$ cat config.mk
export PLATFORM = sky130hd
export DESIGN_NAME = push_button_debouncer
export DESIGN_NICKNAME = d
export VERILOG_FILES = /design/src/rtl/push_button_debouncer.sv
export SDC_FILE = /design/constraint.sdc
export NUM_CORES = 1
export LEC_CHECK = 0
export BUFFER_PORTS_ARGS = -buffer_cell sky130_fd_sc_hd__buf_4
export CORE_ASPECT_RATIO = 1.75
export CORE_MARGIN = 4
export CORE_UTILIZATION = 35
export CTS_CLUSTER_SIZE = 25
export DETAILED_ROUTE_END_ITERATION = 6
export PLACE_DENSITY_LB_ADDON = 0.08
export SLEW_MARGIN = 20
export SYNTH_ARGS = -nofsm -noshare
export SYNTH_HDL_FRONTEND = slang
export SYNTH_SLANG_ARGS = --single-unit
$ cat constraint.sdc
create_clock -name Clock_100MHz -period 2.9 [get_ports Clock_100MHz]
set_clock_uncertainty 0.05 [all_clocks]
set_input_delay 0.58 -clock Clock_100MHz [delete_from_list [all_inputs] [get_ports Clock_100MHz]]
set_output_delay 0.58 -clock Clock_100MHz [all_outputs]
set_load 0.05 [all_outputs]
$ cat src/rtl/push_button_debouncer.sv
// Debounces raw push-button and switch levels on the 100 MHz board clock.
// Each channel has a two-flop synchronizer and a STABLE/COUNTING debounce FSM.
// Each channel drives a debounced level, one-cycle rise and fall pulses, and
// a level that inverts on every accepted press.
module push_button_debouncer #(
    parameter int NUM_BUTTONS    = 3,
    parameter int DEBOUNCE_COUNT = 1000000,
    parameter int CNT_WIDTH      = 20
) (
    input  logic                   Clock_100MHz,
    input  logic                   Clear_n,
    input  logic [NUM_BUTTONS-1:0] Buttons_in,
    output logic [NUM_BUTTONS-1:0] Buttons_out,
    output logic [NUM_BUTTONS-1:0] Buttons_rise,
    output logic [NUM_BUTTONS-1:0] Buttons_fall,
    output logic [NUM_BUTTONS-1:0] Buttons_toggle
);

    typedef enum logic {
        STABLE   = 1'b0,
        COUNTING = 1'b1
    } state_e;

    // A new level is accepted on the edge where the counter already holds this
    // value, so the level has been seen on DEBOUNCE_COUNT consecutive edges.
    localparam logic [CNT_WIDTH-1:0] CNT_LAST = CNT_WIDTH'(DEBOUNCE_COUNT - 1);

    for (genvar g = 0; g < NUM_BUTTONS; g++) begin : g_ch
        logic                 sync1_q, sync2_q;
        state_e               state_q, state_d;
        logic [CNT_WIDTH-1:0] cnt_q, cnt_d;
        logic                 out_q, out_d;
        logic                 rise_q, rise_d;
        logic                 fall_q, fall_d;
        logic                 toggle_q, toggle_d;

        // Two-flop synchronizer; only sync2_q feeds the debounce logic.
        always_ff @(posedge Clock_100MHz or negedge Clear_n) begin
            if (!Clear_n) begin
                sync1_q <= 1'b0;
                sync2_q <= 1'b0;
            end else begin
                // NOTE: non-blocking assignments make sync2_q take the old
                // sync1_q, giving two real flop stages instead of a single wire.
                sync1_q <= Buttons_in[g];
                sync2_q <= sync1_q;
            end
        end

        // Debounce state, counter and all registered outputs.
        always_ff @(posedge Clock_100MHz or negedge Clear_n) begin
            if (!Clear_n) begin
                state_q  <= STABLE;
                cnt_q    <= '0;
                out_q    <= 1'b0;
                rise_q   <= 1'b0;
                fall_q   <= 1'b0;
                toggle_q <= 1'b0;
            end else begin
                state_q  <= state_d;
                cnt_q    <= cnt_d;
                out_q    <= out_d;
                rise_q   <= rise_d;
                fall_q   <= fall_d;
                toggle_q <= toggle_d;
            end
        end

        // Next-state logic: count consecutive mismatches and accept on the last.
        always_comb begin
            // NOTE: every output gets a default first, so no path through the
            // case statement leaves a signal unassigned and infers a latch.
            state_d  = state_q;
            cnt_d    = cnt_q;
            out_d    = out_q;
            rise_d   = 1'b0;
            fall_d   = 1'b0;
            toggle_d = toggle_q;
            case (state_q)
                STABLE: begin
                    if (sync2_q != out_q) begin
                        state_d = COUNTING;
                        cnt_d   = CNT_WIDTH'(1);
                    end else begin
                        cnt_d = '0;
                    end
                end
                COUNTING: begin
                    if (sync2_q == out_q) begin
                        // Bounced back to the accepted level: discard the count.
                        state_d = STABLE;
                        cnt_d   = '0;
                    end else if (cnt_q == CNT_LAST) begin
                        // Accept; the counter clears here, so it never wraps.
                        state_d = STABLE;
                        cnt_d   = '0;
                        out_d   = sync2_q;
                        rise_d  = sync2_q;
                        fall_d  = ~sync2_q;
                        if (sync2_q) begin
                            toggle_d = ~toggle_q;
                        end
                    end else begin
                        cnt_d = cnt_q + CNT_WIDTH'(1);
                    end
                end
                default: begin
                    state_d = STABLE;
                    cnt_d   = '0;
                end
            endcase
        end

        assign Buttons_out[g]    = out_q;
        assign Buttons_rise[g]   = rise_q;
        assign Buttons_fall[g]   = fall_q;
        assign Buttons_toggle[g] = toggle_q;
    end

endmodule

==> results.cfg, run 1 <==
[outcome]
status = finished clean

[floorplanning]
io_pins = 17
die_area_mm2 = 0.0131
die_w_um = 88.2
rows = 51
start_util_pct = 35.5
coreArea_mm2 = 0.0111
fp.dieH_um = 148

[synth]
ys_seq_area_share_pct = 51.4
synthTopCellsByArea = dfrtp_1 51%, xor2_1 5.8%, nor2_1 4.3%
syn_avg_cell_area_um2 = 10.2
syn_nets = 398
yosys_warnings = 0
synth-seq-cells = 81
syn_inst = 387
yosysTopAreaCellShare_pct = 51.4
ys_async_sr_fraction_pct = 100
synth_cell_types = 39
synth_area_mm2 = 0.00394
synth_area_leader_cell = dfrtp_1
ys.flop_type = dfrtp_1
synth_edf_count = 0

[power_and_ir_drop]
vdd_ir_drop_max_mv = 0.334
power_density_mw_per_mm2 = 556
power_leakage_nw = 1.79
power_mw = 2.46

[global_routing]
overflow = 0
first_global_vias = 2875
grt_pass1_wl_um = 13500
antenna_found_initial = 0
grt_max_degree = 50
grt_usage_pct = 13.1

[worst_setup_path]
cp-end-kind = flop
critPathLaunchType = flop
timing.critical_path.from = g_ch[2].cnt_q[0]
cp_max_fo = 19
critical_path_required_ns = 3.05
crit-reg2reg-capture = g_ch[2].cnt_q[8]
cp.arrival_ns = 2.43
reg2reg_depth = 5
critical_path_class = flop to flop
worstSetupEndpoint = g_ch[2].cnt_q[8]
timing.rr.start = g_ch[2].cnt_q[0]
regToRegSetupSlack_ns = 0.61

[place]
numPlacedInstances = 513
finalWeightedCongestion = 0.785
numPortBuffers = 16
hpwl_um = 5330

[timing]
period_minus_slack_ns = 2.29
rsz0062_at_grt = no
finalHoldViolations = 0
setup_viol = 0
slew_viol_final = 0
max_freq_mhz = 438
worst_slew_pin_slew_ns = 0.650
relSlewSlack_pct = 56.7
fin_tns_setup_ns = 0
period_share_pct = 78.8

[finish]
fin_nets = 403
antennaDiodeCount = 0
layout_common_cells = 81 x dfrtp_1, 45 x nor2_1, 26 x xor2_1
final_common_cell = dfrtp_1
nFillCells = 1138
stdcell_count = 529
drive_gt1_share_pct = 11.3
synthToLayoutAreaGrowth_pct = 12.1

[routing]
post_drt_wl_per_cell_um = 14.5
drc = 0
dr.first_iter.drc_count = 111
via_count = 2761
routed_wl_um = 7660
drt-vias-per-instance = 5.22
drtPass1Iterations = 4
ant_nets = 0

[cts]
insertion_delay_ns = 0.33
cts_resized = 0
htreeDepth = 3
clk_path_buf_depth = 2
root_buffer = clkbuf_16
clock_sinks = 81
hold_buffers = 0
path_clk_slew_ns = 0.06
cts_tree = built
numCtsBuffers = 9
postCtsSetupRepairBufs = 0

[job]
max_cap_viol_count = 0

[hold_path]
hp-class = input pin to async pin
-- cell type report --
type | count | area (um^2) | area share [%]
sequential | 81 | 2030 | 45.9
multi-input combinational | 266 | 1690 | 38.3
clock buffer | 12 | 246 | 5.58
tap | 132 | 165 | 3.74
timing repair buffer | 18 | 148 | 3.34
clock inverter | 4 | 76.3 | 1.73
inverter | 16 | 60.1 | 1.36
-- metrics by stage --
stage | util, % | setup slack [ns] | cell area [um^2] | hold slack (ns)
3_3_place_gp | 36.9 | 0.620 | 4090 | 0.283
5_1_grt | 39.8 | 0.423 | 4420 | 0.281
2_1_floorplan | - | 0.809 | 3940 | 0.234
6_report | 39.8 | 0.615 | 4420 | 0.220
4_1_cts | 39.8 | 0.572 | 4420 | 0.250
3_5_place_dp | 36.9 | 0.579 | 4090 | 0.285
-- cells in the mapped netlist (all sizes together) (2+ instances only) --
library cell	count
inv	16
nor4b	3
nand4	17
o31ai	8
o22ai	2
nor2	45
nand3b	2
nand2	20
nand2b	3
mux2	3
dfrtp	81
nand3	22
or2	2
nor4	11
xnor2	14
o21bai	4
buf	19
and3	6
and2	4
clkbuf	5
and4	7
or4	11
o21ai	8
a21oi	20
ha	6
or4b	2
xor2	26
nor3	9
or3	9
-- power by group --
| part | switching [mW] | internal (mW) | leakage [nW] |
|---|---|---|---|
| logic | 0.0494 | 0.0230 | 0.534 |
| registers | 0.0115 | 1.14 | 1.10 |
| clock network | 0.448 | 0.780 | 0.153 |
-- state kept, by name, indices dropped and copies added, names as in the netlist --
name           flops
g_ch.cnt_q        60
g_ch.fall_q        3
g_ch.out_q         3
g_ch.rise_q        3
g_ch.state_q       3
g_ch.sync1_q       3
g_ch.sync2_q       3
g_ch.toggle_q      3
-- worst max-delay path: stages, from the launching register on --
cell,delay (ns)
dfrtp_1,0.38
ha_1,0.21
and4_1,0.34
or4b_1,0.60
o21bai_4,0.47
nor2_1,0.10
-- cell families after synthesis --
family	count (synthesis)	synth area share, %
mux	3	0.857
xor+xnor	40	8.89
compound gates	43	7.05
buf+inv	40	5.59
simple gates	174	24.3
flops	81	51.4
fa+ha+maj	6	1.91
-- worst min path at each step --
stage	start	end	slack, ns	cells past startpoint
5_1_grt	Clear_n	g_ch[0].rise_q	0.28	1
3_5_place_dp	g_ch[0].sync1_q	g_ch[0].sync2_q	0.28	0
4_1_cts	Clear_n	g_ch[0].toggle_q	0.25	1
6_report	Clear_n	g_ch[0].cnt_q[18]	0.22	1
2_1_floorplan	Clear_n	g_ch[0].cnt_q[0]	0.23	0
3_3_place_gp	g_ch[0].sync1_q	g_ch[0].sync2_q	0.28	0
-- per-layer routing --
layer	track usage, %	up-vias	share of wire [%]
met2	22.5	24	52
met5	0	-	0
met1	15.5	1362	43
met3	2.55	12	2.1
met4	5.67	0	2.2
li1	-	1363	-
Power figures use the tool's default switching activity.
==> run 2: changes to the inputs <==
clock period = 2.3 ns   (was 2.9 ns; I/O delays follow)
==> run 2 against run 1 <==
Total power is 21% higher. Global-route usage hardly changed. Sequential power is 27% higher. Combinational power is 37% higher. Non-clock buffer count is 10 higher. Core utilization is 0.68 points higher. First-iteration DRC count is 23% lower. Via count is 0.29% higher. Clock power is 15% higher. Maximum frequency is 9.8% higher. Die area stayed put. Hold slack worse by 0.20 ns. Critical endpoint is now g_ch[2].out_q. Largest cell class unchanged. Largest power group is now sequential cells. Highest routed layer unchanged.
==> results.cfg, run 2 (same netlist as run 1, synthesis figures left out) <==
[worst_setup_path]
critical_path_class = flop to flop
regToRegSetupSlack_ns = 0.22
critPathLaunchType = flop
crit-reg2reg-capture = g_ch[2].out_q
reg2reg_depth = 5
cp_max_fo = 5
cp-end-kind = flop
critical_path_required_ns = 2.47
timing.rr.start = g_ch[2].cnt_q[0]
cp.arrival_ns = 2.25

[global_routing]
grt_max_degree = 50
grt_usage_pct = 13.0
overflow = 0
first_global_vias = 2850
grt_pass1_wl_um = 13400
antenna_found_initial = 0

[routing]
drtPass1Iterations = 4
drc = 0
ant_nets = 0
via_count = 2769
post_drt_wl_per_cell_um = 13.9
routed_wl_um = 7520
drt-vias-per-instance = 5.14
dr.first_iter.drc_count = 85

[timing]
finalWorstSetupSlack_ns = 0.219
slew_viol_final = 0
max_freq_mhz = 481
relSlewSlack_pct = 71.1
finalHoldViolations = 0
period_minus_slack_ns = 2.08
setup_viol = 0
worst_slew_pin_slew_ns = 0.430
fin_tns_setup_ns = 0
rsz0062_at_grt = no
hold_ws_ns = 0.0184
period_share_pct = 90.5

[floorplanning]
rows = 51
fp.dieH_um = 148
die_area_mm2 = 0.0131
start_util_pct = 35.5
io_pins = 17
coreArea_mm2 = 0.0111
die_w_um = 88.2

[power_and_ir_drop]
power_density_mw_per_mm2 = 663
power_leakage_nw = 1.84
vdd_ir_drop_max_mv = 0.364

[finish]
max_flop_register = g_ch.cnt_q
fin_nets = 413
layout_common_cells = 81 x dfrtp_1, 45 x nor2_1, 26 x xor2_1
synthToLayoutAreaGrowth_pct = 14.0
final_common_cell = dfrtp_1
drive_gt1_share_pct = 13.8
largest_reg_flops = 60
antennaDiodeCount = 0

[place]
pre_cts_ws_ns = 0.209
numPortBuffers = 16
finalWeightedCongestion = 0.772
hpwl_um = 5240

[cts]
hold_buffers = 0
numCtsBuffers = 9
clock_sinks = 81
cts_resized = 0
insertion_delay_ns = 0.33
path_clk_slew_ns = 0.06
cts_tree = built
clk_path_buf_depth = 2
postCtsSetupRepairBufs = 0
root_buffer = clkbuf_16
htreeDepth = 3

[outcome]
status = finished clean

[hold_path]
hp-class = input pin to async pin

[job]
max_cap_viol_count = 0
[run 2: changes by cell type in the layout (fill, tap and decap cells not counted), sizes merged]
cell,delta
clkinv,+3
buf,+10
bufinv,-1
clkbuf,-2
[run 2: area by class of cell]
type / instances / area (um^2)
timing repair buffer: 28 / 248
sequential: 81 / 2030
inverter: 16 / 60.1
clock inverter: 6 / 68.8
multi-input combinational: 266 / 1690
clock buffer: 10 / 229
fill: 1121 / 6610
tap: 132 / 165
[run 2: per-stage QoR]
step / area (um^2) / power (mW) / instances / utilization (%)
global placement: 4190 / 1.59 / 523 / 37.8
floorplan: 3940 / 1.53 / 387 / -
finish: 4490 / 2.98 / 539 / 40.4
global route: 4490 / 3.10 / 539 / 40.4
CTS: 4490 / 3.03 / 539 / 40.4
detailed placement: 4190 / 1.59 / 523 / 37.8
[run 2: where the power goes]
part,switching [mW],internal (mW)
clock,0.577,0.845
combinational,0.0635,0.0361
sequential,0.0138,1.44
total,0.654,2.32
[run 2: worst max path at each step]
stage                                start       endpoint  slack [ns]
final                     g_ch[2].cnt_q[0]  g_ch[2].out_q        0.22
after global routing      g_ch[0].cnt_q[0]  g_ch[0].out_q        0.09
after floorplan           g_ch[2].cnt_q[0]  g_ch[2].out_q        0.21
after detailed placement  g_ch[2].cnt_q[0]  g_ch[2].out_q        0.21
after CTS                 g_ch[0].cnt_q[0]  g_ch[0].out_q        0.20
after global placement    g_ch[2].cnt_q[0]  g_ch[2].out_q        0.25
[run 2: critical path: stages, from the launching register on]
cell	delay, ns
dfrtp_1	0.38
ha_1	0.21
and4_1	0.22
or4b_1	0.57
nor3_2	0.19
mux2_2	0.35
[run 2: routing by layer]
layer / routed length [um] / vias up / part of all wire [%] / global-route usage, %
met5: 0 / - / 0 / 0
met2: 3970 / 27 / 53 / 21.6
met1: 3240 / 1351 / 43 / 16.1
met4: 157 / 0 / 2.1 / 5.98
met3: 154 / 11 / 2.0 / 2.55
li1: - / 1380 / - / -
==> run 3: changes to the inputs <==
CORE_ASPECT_RATIO = not set   (was 1.75)
==> run 3 against run 2 <==
Sequential share of layout area is essentially flat. Total power grew 0.43%. Core utilization grew 0.63 points. Via count shrank 2.1%. Hold slack gained 0.032 ns. Highest routed layer unchanged. Register-to-register slack is essentially flat. Critical path type unchanged. Clock-buffer cell count grew 2. Combinational power is essentially flat. Sequential power is essentially flat. Clock power is essentially flat. Non-clock buffer count shrank 1. Die area shrank 0.51%.
==> results.cfg, run 3 (same netlist as run 1, synthesis figures left out) <==
[timing]
max_freq_mhz = 481
period_minus_slack_ns = 2.08
setup_viol = 0
rsz0062_at_grt = no
period_share_pct = 90.3
finalHoldViolations = 0
slew_viol_final = 0
fin_tns_setup_ns = 0
worst_slew_pin_slew_ns = 0.502
relSlewSlack_pct = 66.5

[cts]
clk_path_buf_depth = 2
postCtsSetupRepairBufs = 0
numCtsBuffers = 9
cts_tree = built
clock_sinks = 81
path_clk_slew_ns = 0.06
hold_buffers = 0
cts_resized = 0
htreeDepth = 3
root_buffer = clkbuf_16
insertion_delay_ns = 0.33

[global_routing]
antenna_found_initial = 0
grt_max_degree = 39
grt_pass1_wl_um = 13000
overflow = 0
first_global_vias = 2740
grt_usage_pct = 12.4

[finish]
final_common_cell = dfrtp_1
antennaDiodeCount = 0
layout_common_cells = 81 x dfrtp_1, 45 x nor2_1, 26 x xor2_1
fin_nets = 412
synthToLayoutAreaGrowth_pct = 14.0
max_flop_register = g_ch.cnt_q
nFillCells = 1066
largest_reg_flops = 60
drive_gt1_share_pct = 13.3

[floorplanning]
start_util_pct = 36.0
die_w_um = 114
io_pins = 17
coreArea_mm2 = 0.0109
die_area_mm2 = 0.0130
rows = 38
fp.dieH_um = 114

[power_and_ir_drop]
power_density_mw_per_mm2 = 665
power_mw = 2.99
vdd_ir_drop_max_mv = 0.520
power_leakage_nw = 1.84

[routing]
dr.first_iter.drc_count = 107
post_drt_wl_per_cell_um = 13.6
drc = 0
via_count = 2712
drtPass1Iterations = 4
drt-vias-per-instance = 4.98
routed_wl_um = 7430
ant_nets = 0

[worst_setup_path]
critPathLaunchType = flop
critical_path_required_ns = 2.47
cp.arrival_ns = 2.24
cp_max_fo = 5
cp-end-kind = flop
critical_path_class = flop to flop

[place]
numPortBuffers = 16
hpwl_um = 4980
finalWeightedCongestion = 0.783

[hold_path]
hp-class = input pin to async pin

[job]
max_cap_viol_count = 0

[outcome]
status = finished clean
==> run 3: report_power, final <==
| part | total [mW] | internal [mW] | switching (mW) |
|---|---|---|---|
| clock | 1.43 | 0.890 | 0.542 |
| sequential | 1.46 | 1.44 | 0.0143 |
| combinational | 0.100 | 0.0371 | 0.0630 |
==> run 3: per-stage QoR <==
stage	setup slack (ns)	utilization (%)	instances	hold WS [ns]	cell area, um^2
2_1_floorplan	0.209	-	387	0.114	3940
4_1_cts	0.204	41.1	545	0.0598	4490
3_3_place_gp	0.267	38.4	530	0.283	4200
3_5_place_dp	0.205	38.4	530	0.287	4200
6_report	0.222	41.1	545	0.0500	4490
5_1_grt	0.0738	41.1	545	0.0747	4490
==> run 3: critical path, stage by stage, from the launching register on <==
cell,delay [ns]
dfrtp_1,0.38
ha_1,0.21
and4_1,0.22
or4b_1,0.57
nor3_2,0.18
mux2_2,0.35
==> run 3: routing by layer <==
layer	up-vias	GRT usage, %	wire (um)
met3	2	4.12	235
met1	1303	16.5	3710
met5	-	0	0
met2	24	19.2	3440
met4	0	3.56	43
li1	1383	-	-
==> run 3: layout make-up <==
type                       instances  area (um^2)  share of cell area [%]
sequential                        81         2030                    45.1
multi-input combinational        266         1690                    37.7
tap                              140          175                    3.90
inverter                          16         60.1                    1.34
timing repair buffer              27          240                    5.35
clock inverter                     3         40.0                   0.891
clock buffer                      12          256                    5.71
==> run 3: worst paths after layout <==
check                                  from  cells past startpoint  slack (ns)                end
max in group asynchronous           Clear_n                      2        1.54  g_ch[0].cnt_q[13]
setup reg to reg           g_ch[2].cnt_q[0]                      5        0.22      g_ch[2].out_q
setup / recovery           g_ch[2].cnt_q[0]                      5        0.22      g_ch[2].out_q
hold / removal                      Clear_n                      1        0.05   g_ch[0].toggle_q
hold reg to reg             g_ch[2].sync1_q                      0        0.30    g_ch[2].sync2_q
min in group Clock_100MHz     Buttons_in[0]                      1        0.18    g_ch[0].sync1_q
